### config.mk
export PLATFORM = sky130hd
export DESIGN_NAME = mem_io_ctrl
export DESIGN_NICKNAME = d
export VERILOG_FILES = /design/src/rtl/mem_io_ctrl.sv
export SDC_FILE = /design/constraint.sdc
export NUM_CORES = 1
export LEC_CHECK = 0
export ABC_CLOCK_PERIOD_IN_PS = 2500
export BUFFER_PORTS_ARGS = -buffer_cell sky130_fd_sc_hd__buf_2
export CELL_PAD_IN_SITES_DETAIL_PLACEMENT = 1
export CELL_PAD_IN_SITES_GLOBAL_PLACEMENT = 1
export CORE_MARGIN = 3
export CORE_UTILIZATION = 36
export CTS_BUF_LIST = sky130_fd_sc_hd__clkbuf_4
export DETAILED_ROUTE_END_ITERATION = 12
export GPL_TIMING_DRIVEN = 0
export PLACE_DENSITY_LB_ADDON = 0.1
export SLEW_MARGIN = 20
export SYNTH_ARGS = -nofsm -noshare
export SYNTH_HDL_FRONTEND = slang
export SYNTH_SLANG_ARGS = --single-unit
### constraint.sdc
create_clock -name Clk -period 2.5 [get_ports Clk]
set_clock_uncertainty 0.15 [all_clocks]
set_input_delay 0.125 -clock Clk [delete_from_list [all_inputs] [get_ports Clk]]
set_output_delay 0.125 -clock Clk [all_outputs]
set_load 0.05 [all_outputs]
### src/rtl/mem_io_ctrl.sv
`default_nettype none
// ============================================================================
// Module      : mem_io_ctrl
// Description : SLC-3 bus controller: Req/Ready handshake to SRAM with
//               programmable wait states, plus an optional switch/hex I/O
//               register at IO_ADDR (enabled by defining MEMIO_HEX_EN).
// Revision    : 1.0 - initial release
// ============================================================================
module mem_io_ctrl #(
    parameter int                DATA_W      = 16,
    parameter int                ADDR_W      = 16,
    parameter int                WAIT_STATES = 2,
    parameter logic [ADDR_W-1:0] IO_ADDR     = 16'hFFFF,
    parameter int                NUM_HEX     = 4
) (
    input  logic                 Clk,
    input  logic                 Reset_n,
    input  logic                 Req,
    input  logic                 We,
    input  logic [ADDR_W-1:0]    Addr,
    input  logic [DATA_W-1:0]    Wdata,
    output logic [DATA_W-1:0]    Rdata,
    output logic                 Ready,
    output logic                 Busy,
    output logic                 Mem_OE,
    output logic                 Mem_WE,
    output logic [ADDR_W-1:0]    Mem_Addr,
    output logic [DATA_W-1:0]    Mem_Dout,
    input  logic [DATA_W-1:0]    Mem_Din,
    input  logic [DATA_W-1:0]    SW,
    output logic [4*NUM_HEX-1:0] Hex_out
);

    localparam int c_CNT_W = (WAIT_STATES > 0) ? $clog2(WAIT_STATES + 1) : 1;
    localparam int c_HEX_W = 4 * NUM_HEX;
    localparam logic [c_CNT_W-1:0] c_CNT_LOAD = c_CNT_W'(WAIT_STATES);
    localparam logic [c_CNT_W-1:0] c_CNT_ONE  = c_CNT_W'(1);

`ifdef MEMIO_HEX_EN
    typedef enum logic [1:0] {
        S_IDLE   = 2'd0,
        S_ACCESS = 2'd1,
        S_IO     = 2'd2,
        S_DONE   = 2'd3
    } state_t;
`else
    typedef enum logic [1:0] {
        S_IDLE   = 2'd0,
        S_ACCESS = 2'd1,
        S_DONE   = 2'd3
    } state_t;
`endif

    state_t              r_state;
    state_t              w_state_nxt;
    logic [c_CNT_W-1:0]  r_cnt;
    logic                r_we;
    logic [ADDR_W-1:0]   r_mem_addr;
    logic [DATA_W-1:0]   r_mem_dout;
    logic [DATA_W-1:0]   r_rdata;
    logic                w_io_hit;

`ifdef MEMIO_HEX_EN
    logic [c_HEX_W-1:0]  r_hex_wdata;
    logic [c_HEX_W-1:0]  r_hex;

    assign w_io_hit = (Addr == IO_ADDR);
    assign Hex_out  = r_hex;
`else
    // No I/O decode: the display mirrors the SRAM address for debug.
    logic w_unused_io;

    assign w_unused_io = ^{SW, IO_ADDR};
    assign w_io_hit    = 1'b0;
    assign Hex_out     = r_mem_addr[c_HEX_W-1:0];
`endif

    always_ff @(posedge Clk or negedge Reset_n) begin
        if (!Reset_n) begin
            r_state <= S_IDLE;
        end else begin
            r_state <= w_state_nxt;
        end
    end

    always_comb begin
        w_state_nxt = r_state;
        case (r_state)
            S_IDLE: begin
                if (Req) begin
`ifdef MEMIO_HEX_EN
                    w_state_nxt = w_io_hit ? S_IO : S_ACCESS;
`else
                    w_state_nxt = S_ACCESS;
`endif
                end
            end
            S_ACCESS: begin
                if (r_cnt == '0) begin
                    w_state_nxt = S_DONE;
                end
            end
`ifdef MEMIO_HEX_EN
            S_IO:     w_state_nxt = S_DONE;
`endif
            S_DONE:   w_state_nxt = S_IDLE;
            default:  w_state_nxt = S_IDLE;
        endcase
    end

    always_ff @(posedge Clk or negedge Reset_n) begin
        if (!Reset_n) begin
            r_cnt       <= '0;
            r_we        <= 1'b0;
            r_mem_addr  <= '0;
            r_mem_dout  <= '0;
            r_rdata     <= '0;
`ifdef MEMIO_HEX_EN
            r_hex_wdata <= '0;
            r_hex       <= '0;
`endif
        end else begin
            case (r_state)
                S_IDLE: begin
                    if (Req) begin
                        r_we <= We;
                        // I/O accesses must leave the SRAM address/data bus untouched.
                        if (!w_io_hit) begin
                            r_cnt      <= c_CNT_LOAD;
                            r_mem_addr <= Addr;
                            r_mem_dout <= Wdata;
                        end
`ifdef MEMIO_HEX_EN
                        else begin
                            r_hex_wdata <= Wdata[c_HEX_W-1:0];
                        end
`endif
                    end
                end
                S_ACCESS: begin
                    if (r_cnt != '0) begin
                        r_cnt <= r_cnt - c_CNT_ONE;
                    end else if (!r_we) begin
                        r_rdata <= Mem_Din;
                    end
                end
`ifdef MEMIO_HEX_EN
                S_IO: begin
                    if (r_we) begin
                        r_hex <= r_hex_wdata;
                    end else begin
                        r_rdata <= SW;
                    end
                end
`endif
                default: begin
                end
            endcase
        end
    end

    // Strobes decode straight from state so an async reset drops them at once.
    assign Mem_OE   = (r_state == S_ACCESS) && !r_we;
    assign Mem_WE   = (r_state == S_ACCESS) &&  r_we;
    assign Ready    = (r_state == S_DONE);
    assign Busy     = (r_state != S_IDLE);
    assign Rdata    = r_rdata;
    assign Mem_Addr = r_mem_addr;
    assign Mem_Dout = r_mem_dout;

endmodule
`default_nettype wire
==> results of run 1 <==
stage by stage:
step                      utilization (%)  setup WS, ns
after floorplan                         -         0.449
after global placement               49.1         0.664
after detailed placement             49.1         0.646
after CTS                            59.4         0.596
after global routing                 59.4         0.394
final                                59.4         0.587
flip-flops by register name (all words and copies together) (netlist names):
register  flops
Hex_out      16
Mem_Dout     16
Rdata        16
r_cnt         2
r_state       2
r_we          1
critical path: cells and delay by family, from the launching register on:
kind	cells	cell delay, ns
buf+inv	2	0.61
flops	1	0.41
simple gates	1	0.25
cell usage after synthesis, drive strengths merged:
cell     n  area share [%]
dfrtp   53              59
mux2    49              26
buf     21             8.2
and3b    2            0.89
inv      2            0.33
nor3b    2            0.89
or2      2            0.56
and2     1            0.33
and4bb   1            0.56
clkbuf   1            0.17
ha       1            0.56
nand2    1            0.17
nand2b   1            0.28
nand3    1            0.22
nand3b   1            0.33
o21ba    1            0.44
o221a    1            0.50
o221ai   1            0.39
routing by layer:
metal,vias to the layer above,part of all wire (%)
met2,64,57
met3,8,6.1
met5,-,0
li1,828,-
met4,0,1.6
met1,875,35
cell families after synthesis:
family | synth area share [%]
flops | 59.0
mux | 26.2
compound gates | 1.33
simple gates | 4.23
buf+inv | 8.73
fa+ha+maj | 0.556
final timing paths:
check                      startpoint          end  slack (ns)
hold / removal                Reset_n   Hex_out[1]        0.17
min in group Clk                   We         r_we        0.37
setup reg to reg           r_state[1]   Hex_out[7]        0.63
max in group asynchronous     Reset_n  Mem_Dout[3]        1.58
hold reg to reg             Rdata[15]    Rdata[15]        0.37
setup / recovery           r_state[0]       Mem_OE        0.59
layout make-up:
class | instances | area [um2]
Buffer | 22 | 189
Clock buffer | 5 | 37.5
Clock inverter | 3 | 68.8
Fill cell | 644 | 2430
Inverter | 2 | 7.51
Multi-Input combinational cell | 65 | 727
Sequential cell | 53 | 1330
Tap cell | 75 | 93.8
Timing Repair Buffer | 170 | 1110
==> metrics.log, run 1 <==
[metrics] run status: complete, no violations
[metrics] worst hold path type: primary input to async pin
[metrics] Net count, final: 388
[metrics] total of buffers placed on input and output ports: between 100 and 150
[metrics] maximum operating frequency: roughly 0.52 GHz
[metrics] arrival time at the worst endpoint: ~1.6 ns
[metrics] global-route wire length before repair: around 9600 um
[metrics] count of unique library cells instantiated by Yosys: 22
[metrics] transition time at the pin with the least slew margin: a little under 0.7 ns
[metrics] core box area: 0.00599 mm2
[metrics] most frequent standard cell in the layout excluding fill and tap cells: buf_2
[metrics] Setup Buffers After CTS: 0
[metrics] post-cts hold buffer count: ~50
[metrics] post-synthesis instance area: about 0.0022 mm2
[metrics] crit share post-route: 76.5%
[metrics] antenna violations before repair: 0
[metrics] busiest metal layer after global routing: met2
[metrics] drt drc: 0
[metrics] cell area reported after detailed placement: 0.00294 mm2
[metrics] layout cell share with drive strength beyond 1: 64.1%
[metrics] DP Cell Count: ~340
[metrics] initial cell density of the core: a little under two fifths
[metrics] global-route met1 utilization: roughly 17%
[metrics] count of boundary I/O pins: 136
[metrics] worst-case hold slack: 0.169 ns
[metrics] wire length per cell after detailed routing: approximately 15 um
[metrics] Non-Filler Cell Area, Final: 0.00356 mm2
[metrics] Root Buffer: clkbuf_4
[metrics] GR Util All Layers: about 17%
[metrics] Synth Instances: about 140
[metrics] hpwl dp: between 3000 and 4000 um
[metrics] via/cell ratio: between 4 and 5
[metrics] GR met3 Demand/Resource: 4.08%
[metrics] CP max FO: 10
[metrics] path depth of the worst reg2reg path: 3
[metrics] CP Capture Type: output pin
[metrics] number of DRC markers in iteration 0: 22
[metrics] CTS resizes: 0
[metrics] average footprint of a synthesized cell: about 16 um2
[metrics] diode insertion count for antenna repair: 0
[metrics] maximum number of pins on one net before global-route repair: between 50 and 60
[metrics] count of warnings emitted by yosys: 0
[metrics] vias in the first global route: 2,017
[metrics] unrepaired setup endpoints after global routing: no
[metrics] number of nets still failing antenna checks after routing: 0
[metrics] sequence of cells on the critical path: clkbuf_1 > nor3b_1 > buf_2
[metrics] met2 Use GR: 33.8%
[metrics] maximum root-to-sink buffer count: 2
[metrics] height of the chip: between 80 and 90 um
[metrics] max-slew violation count: 0
[metrics] final count of negative-setup-slack endpoints: 0
[metrics] clock buffer count from CTS: 5
[metrics] # clock sinks: 53
[metrics] DRT Pass-1 Iters: 4
[metrics] number of vias in the routed layout: 1,775
[metrics] commonest cells after routing, fill and taps aside: buf_2, dfrtp_1, dlygate4sd3_1
[metrics] CTS tree: done
[metrics] Fin. Hold Viols: 0
[metrics] max-cap viol count: 0
[metrics] clock network latency to the later pin of the worst-skew pair: between 0.3 and 0.4 ns
[metrics] crit path time final: 1.91 ns
[metrics] required time worst endpoint: 2.23 ns
[metrics] H-tree level count: 2
[metrics] Slew Limit Headroom: 55.1%
[metrics] overall routed net length: slightly above 6000 um
[metrics] RePlAce Congestion: slightly below 0.7
[metrics] area of the die: just over 0.007 mm2
[metrics] longest individual stage delay on the worst path: roughly 0.41 ns
[metrics] flops & latches, synth: 53
[metrics] floorplan die width: between 80 and 90 um
[metrics] Crit-path slowest cell: dfrtp_1
[metrics] fraction of the yosys area taken by sequential cells: about three fifths
[metrics] total nets after synthesis: 211
[metrics] Clock transition at path regs: 0.16 ns
[metrics] Crit Path Class: register to output pin
[metrics] sort of element at the start of the critical path: register
[metrics] Fin Setup TNS: 0 ns
[metrics] area added between synthesis and finish: 58.2%
[metrics] number of rows in the core area: 28
[metrics] number of standard cells in the final layout excluding fillers: 395
[metrics] remaining global-route overflow: 0
Power of run 1 is not shown: default switching activity piles up to over one toggle a cycle in this logic, so the estimate is an artifact.
==> run 2, diff against run 1 <==
--- a/config.mk
+++ b/config.mk
@@ -5,12 +5,12 @@
 export SDC_FILE = /design/constraint.sdc
 export NUM_CORES = 1
 export LEC_CHECK = 0
-export ABC_CLOCK_PERIOD_IN_PS = 2500
+export ABC_CLOCK_PERIOD_IN_PS = 1900
 export BUFFER_PORTS_ARGS = -buffer_cell sky130_fd_sc_hd__buf_2
 export CELL_PAD_IN_SITES_DETAIL_PLACEMENT = 1
 export CELL_PAD_IN_SITES_GLOBAL_PLACEMENT = 1
 export CORE_MARGIN = 3
-export CORE_UTILIZATION = 36
+export CORE_UTILIZATION = 34
 export CTS_BUF_LIST = sky130_fd_sc_hd__clkbuf_4
 export DETAILED_ROUTE_END_ITERATION = 12
 export GPL_TIMING_DRIVEN = 0
==> constraint.sdc (replaced) <==
create_clock -name Clk -period 1.9 [get_ports Clk]
set_clock_uncertainty 0.15 [all_clocks]
set_input_delay 0.095 -clock Clk [delete_from_list [all_inputs] [get_ports Clk]]
set_output_delay 0.095 -clock Clk [all_outputs]
set_load 0.05 [all_outputs]
==> run 2 against run 1 <==
First-iteration DRC count is 9.1% higher. Die area rose by 5.5%. Critical path depth up 3. Highest routed layer unchanged.
==> metrics.log, run 2 (synthesis results as in run 1) <==
[metrics] run status: complete, no violations
[metrics] Reg-to-Reg End: Rdata[14]
[metrics] sequence of cells on the critical path: inv_1 > ha_2 > and4bb_1 > buf_6 > buf_12 > mux2_4
[metrics] max-cap viol count: 0
[metrics] drt drc: 0
[metrics] Crit-path slowest cell: dfrtp_1
[metrics] RePlAce Congestion: 0.673
[metrics] post-route core utilization: 55.6%
[metrics] longest individual stage delay on the worst path: roughly 0.42 ns
[metrics] floorplan die width: between 80 and 90 um
[metrics] Root Buffer: clkbuf_4
[metrics] number of standard cells in the final layout excluding fillers: a little under 400
[metrics] crit path time final: 1.79 ns
[metrics] number of rows in the core area: 29
[metrics] DRT Pass-1 Iters: 2
[metrics] Setup Buffers After CTS: 0
[metrics] # clock sinks: 53
[metrics] commonest cells after routing, fill and taps aside: buf_2, dfrtp_1, dlygate4sd3_1
[metrics] CP max FO: 10
[metrics] clock network latency to the later pin of the worst-skew pair: 0.37 ns
[metrics] Fin. Hold Viols: 0
[metrics] crit share post-route: between 90% and 100%
[metrics] layout cell share with drive strength beyond 1: between 60% and 70%
[metrics] Fin Setup TNS: 0 ns
[metrics] CP Capture Type: register
[metrics] final count of negative-setup-slack endpoints: 0
[metrics] Crit path max-delay family: flip-flops
[metrics] global-route wire length before repair: between 9000 and 10,000 um
[metrics] initial cell density of the core: 35.2%
[metrics] worst hold path type: primary input to async pin
[metrics] Net count, final: 388
[metrics] reg2reg setup slack: approximately 0.11 ns
[metrics] diode insertion count for antenna repair: 0
[metrics] max-slew violation count: 0
[metrics] Clock transition at path regs: between 0.15 and 0.2 ns
[metrics] FF-to-FF Start: r_cnt[0]
[metrics] most frequent standard cell in the layout excluding fill and tap cells: buf_2
[metrics] maximum root-to-sink buffer count: 2
[metrics] wire length per cell after detailed routing: around 15 um
[metrics] DP Cell Count: 338
[metrics] path depth of the worst reg2reg path: 6
[metrics] via/cell ratio: about 4.5
[metrics] clock buffer count from CTS: 5
[metrics] sort of element at the start of the critical path: register
[metrics] count of boundary I/O pins: 136
[metrics] # fillers: about 690
[metrics] worst path bufs/invs: 3
[metrics] antenna violations before repair: 0
[metrics] core box area: roughly 0.0064 mm2
[metrics] unrepaired setup endpoints after global routing: no
[metrics] number of nets still failing antenna checks after routing: 0
[metrics] remaining global-route overflow: 0
[metrics] GR Util All Layers: between 10% and 20%
[metrics] CTS tree: done
[metrics] maximum operating frequency: ~0.56 GHz
[metrics] hpwl dp: about 3800 um
[metrics] H-tree level count: 2
[metrics] maximum number of pins on one net before global-route repair: 54
[metrics] Slew Limit Headroom: 55.3%
[metrics] height of the chip: 87.3 um
[metrics] transition time at the pin with the least slew margin: 0.670 ns
[metrics] arrival time at the worst endpoint: ~1.9 ns
[metrics] area added between synthesis and finish: 58.0%
[metrics] vias in the first global route: approximately 1,900
[metrics] area of the die: 0.00763 mm2
[metrics] number of vias in the routed layout: approximately 1,800
[metrics] total of buffers placed on input and output ports: ~120
[metrics] required time worst endpoint: 2.02 ns
[metrics] overall routed net length: roughly 5900 um
[metrics] number of DRC markers in iteration 0: 24
[metrics] Crit Path Class: register to register
run 2: cell types whose count changed in the layout (fill, tap and decap cells not counted), sizes merged:
cell      delta
bufinv       -1
clkinv       +1
inv          -1
clkinvlp     +1
run 2: layout make-up:
class                      count  area [um2]  area share (%)
inverter                       2        7.51           0.211
buffer                        22         190            5.35
multi-input combinational     65         741            20.8
clock inverter                 3        46.3            1.30
timing repair buffer         170        1110            31.2
tap                           77        96.3            2.71
clock buffer                   5        37.5            1.06
sequential                    53        1330            37.3
run 2: metrics by stage:
stage	hold WS, ns	worst slack (ns)	cell area, um2
finish	0.111	0.107	3550
global route	0.190	0.0235	3550
CTS	0.137	0.0117	3540
detailed placement	0.0364	0.0412	2950
global placement	0.176	0.0650	2950
floorplan	-0.351	0.250	2250
run 2: how the worst max path moves through the flow:
stage / startpoint / to / slack [ns] / cells after the start
2_1_floorplan: r_cnt[0] / Rdata[10] / 0.25 / 6
3_3_place_gp: r_state[1] / Hex_out[8] / 0.06 / 3
3_5_place_dp: r_state[1] / Hex_out[15] / 0.04 / 3
4_1_cts: r_state[1] / Hex_out[14] / 0.01 / 3
5_1_grt: r_cnt[0] / Rdata[13] / 0.02 / 6
6_report: r_cnt[0] / Rdata[14] / 0.11 / 6
run 2: worst reg2reg max path, cell delays in order, from the launching register on:
cell      delay (ns)
dfrtp_1         0.42
inv_1           0.08
ha_2            0.22
and4bb_1        0.22
buf_6           0.15
buf_12          0.15
mux2_4          0.31
run 2: layer usage:
metal / up-vias / global-route usage, % / share of wire, %
met3: 12 / 4.26 / 9.3
met5: - / 0 / 0
met1: 837 / 19.8 / 41
met2: 93 / 25.9 / 47
li1: 829 / - / -
met4: 0 / 6.14 / 1.9
run 2: timing repair:
action | CTS | global route
hold endpoints to repair | 104 | 0
endpoints found under the setup margin | 0 | 36
resized for setup | 0 | 4
hold buffers | 51 | 0
Power of run 2 is left out for the same reason.
==> run 3, diff against run 2 <==
==> config.mk (replaced) <==
export PLATFORM = sky130hd
export DESIGN_NAME = mem_io_ctrl
export DESIGN_NICKNAME = d
export VERILOG_FILES = /design/src/rtl/mem_io_ctrl.sv
export SDC_FILE = /design/constraint.sdc
export NUM_CORES = 1
export LEC_CHECK = 0
export ABC_CLOCK_PERIOD_IN_PS = 1700
export BUFFER_PORTS_ARGS = -buffer_cell sky130_fd_sc_hd__buf_2
export CELL_PAD_IN_SITES_DETAIL_PLACEMENT = 1
export CELL_PAD_IN_SITES_GLOBAL_PLACEMENT = 1
export CORE_MARGIN = 3
export CORE_UTILIZATION = 33
export CTS_BUF_LIST = sky130_fd_sc_hd__clkbuf_16
export DETAILED_ROUTE_END_ITERATION = 12
export GPL_TIMING_DRIVEN = 0
export PLACE_DENSITY = 0.89
export SLEW_MARGIN = 20
export SYNTH_ARGS = -nofsm -noshare
export SYNTH_HDL_FRONTEND = slang
export SYNTH_SLANG_ARGS = --single-unit
==> constraint.sdc (replaced) <==
create_clock -name Clk -period 1.7 [get_ports Clk]
set_clock_uncertainty 0.15 [all_clocks]
set_input_delay 0.085 -clock Clk [delete_from_list [all_inputs] [get_ports Clk]]
set_output_delay 0.085 -clock Clk [all_outputs]
set_load 0.05 [all_outputs]
==> run 3 against run 2 <==
The flow now finishes with violations (setup timing). Register-to-register slack lost 0.15 ns. Worst hold slack gained 0.12 ns. Final area grew 7.4%.
==> metrics.log, run 3 (synthesis results as in run 1) <==
[metrics] Clock transition at path regs: about 0.07 ns
[metrics] max-slew violation count: 0
[metrics] clock network latency to the later pin of the worst-skew pair: roughly 0.29 ns
[metrics] run status: finished, violations left
[metrics] Fin. Hold Viols: 0
[metrics] unrepaired setup endpoints after global routing: yes
[metrics] CP Capture Type: register
[metrics] maximum number of pins on one net before global-route repair: 54
[metrics] area of the die: between 0.007 and 0.008 mm2
[metrics] remaining global-route overflow: 0
[metrics] total of buffers placed on input and output ports: between 100 and 150
[metrics] Crit Path Class: register to register
[metrics] number of vias in the routed layout: roughly 1,800
[metrics] CTS tree: done
[metrics] maximum operating frequency: around 0.58 GHz
[metrics] H-tree level count: 2
[metrics] number of rows in the core area: 29
[metrics] hpwl dp: between 3000 and 4000 um
[metrics] area used by multi-input combinational logic: 762 um2
[metrics] required time worst endpoint: 1.72 ns
[metrics] CP max FO: 5
[metrics] number of DRC markers in iteration 0: 33
[metrics] Slew Limit Headroom: 54.9%
[metrics] maximum root-to-sink buffer count: 2
[metrics] transition time at the pin with the least slew margin: 0.676 ns
[metrics] final count of negative-setup-slack endpoints: 8
[metrics] Root Buffer: clkbuf_16
[metrics] number of standard cells in the final layout excluding fillers: 412
[metrics] overall routed net length: 6520 um
[metrics] crit path time final: 1.74 ns
[metrics] # clock sinks: 53
[metrics] clock buffer count from CTS: 5
[metrics] global-route wire length before repair: just under 10,000 um
[metrics] drt drc: 0
[metrics] RePlAce Congestion: between 0.7 and 0.8
[metrics] wire length per cell after detailed routing: between 15 and 20 um
[metrics] via/cell ratio: ~4.4
[metrics] sort of element at the start of the critical path: register
[metrics] DRT Pass-1 Iters: 3
[metrics] slack of the critical path: -0.0384 ns
[metrics] sequential cell area in the final layout: between 0.001 and 0.0015 mm2
[metrics] met2 wirelength from detailed routing: approximately 3700 um
[metrics] Routed met3 length: 338 um
[metrics] Net count, final: approximately 400
[metrics] most frequent standard cell in the layout excluding fill and tap cells: buf_2
[metrics] CP Launch Point: r_cnt[1]
[metrics] violations in the final reports: setup timing
[metrics] uppermost layer routed: met4
[metrics] floorplan die width: about 89 um
[metrics] crit share post-route: 102%
[metrics] number of nets still failing antenna checks after routing: 0
[metrics] commonest cells after routing, fill and taps aside: buf_2, dfrtp_1, dlygate4sd3_1
[metrics] DP Cell Count: roughly 340
[metrics] # fillers: approximately 700
[metrics] initial cell density of the core: between 30% and 40%
[metrics] antenna violations before repair: 0
[metrics] GR Util All Layers: between 15 and 20%
[metrics] layout cell share with drive strength beyond 1: 67.2%
[metrics] vias in the first global route: around 2,000
[metrics] height of the chip: roughly 89 um
[metrics] count of boundary I/O pins: ~140
[metrics] worst hold path type: primary input to async pin
[metrics] met1 WL: roughly 2400 um
[metrics] area added between synthesis and finish: 69.6%
[metrics] arrival time at the worst endpoint: between 1.5 and 2 ns
[metrics] FF-to-FF Start: r_cnt[1]
[metrics] core box area: between 0.006 and 0.007 mm2
[metrics] diode insertion count for antenna repair: 0
[metrics] max-cap viol count: 0
==> run 3: cell count changes in the layout (fill, tap and decap cells not counted), sizes merged <==
cell / previous run / this run
buf: 140 / 156
clkbuf: 6 / 5
==> run 3: critical path, stage by stage, from the launching register on <==
cell,delay [ns]
dfrtp_1,0.40
inv_2,0.08
ha_4,0.13
and4bb_1,0.20
buf_6,0.13
buf_12,0.11
buf_12,0.11
mux2_4,0.30
==> run 3: cell type report <==
class	instances	area share, %
flip-flops and latches	53	34.8
repair buffers	185	33.2
multi-input cells	65	20.0
plain buffers	22	4.99
clock buffers	5	3.28
well taps	77	2.53
clock inverters	3	1.08
inverters	2	0.197
==> run 3: worst paths after layout <==
check                               end  slack, ns  cells after the start
max                           Rdata[10]      -0.04                      7
min                        Mem_Dout[13]       0.24                      2
max reg2reg                   Rdata[10]      -0.04                      7
min reg2reg                 Mem_Dout[5]       0.36                      1
max in group asynchronous    r_state[1]       0.68                      2
min in group Clk            Mem_Dout[5]       0.36                      1
==> run 3: per-stage QoR <==
stage	setup TNS [ns]	utilization, %	hold WS (ns)	setup slack, ns	cell area [um2]
2_1_floorplan	0	-	-0.361	0.0498	2250
3_3_place_gp	-5.72	45.4	0.166	-0.185	2950
3_5_place_dp	-7.69	45.4	0.0240	-0.228	2950
4_1_cts	-0.237	58.3	-0.119	-0.0284	3780
5_1_grt	-0.552	58.7	0.314	-0.0871	3810
6_report	-0.164	58.7	0.235	-0.0384	3810
==> run 3: repair_timing <==
action                                  4_1_cts  5_1_grt
cloned                                        1        0
endpoints found under the hold margin       103        1
buffers inserted                             11        4
hold buffers                                 50        1
pin swaps                                     2        0
gates resized for setup                       7        8
endpoints found under the setup margin       50       44
==> run 3: routing by layer <==
layer / global-route usage, % / up-vias
met5: 0 / -
li1: - / 857
met4: 3.43 / 0
met3: 3.91 / 8
met2: 33.4 / 70
met1: 17.5 / 889
Power of run 3 is left out for the same reason.
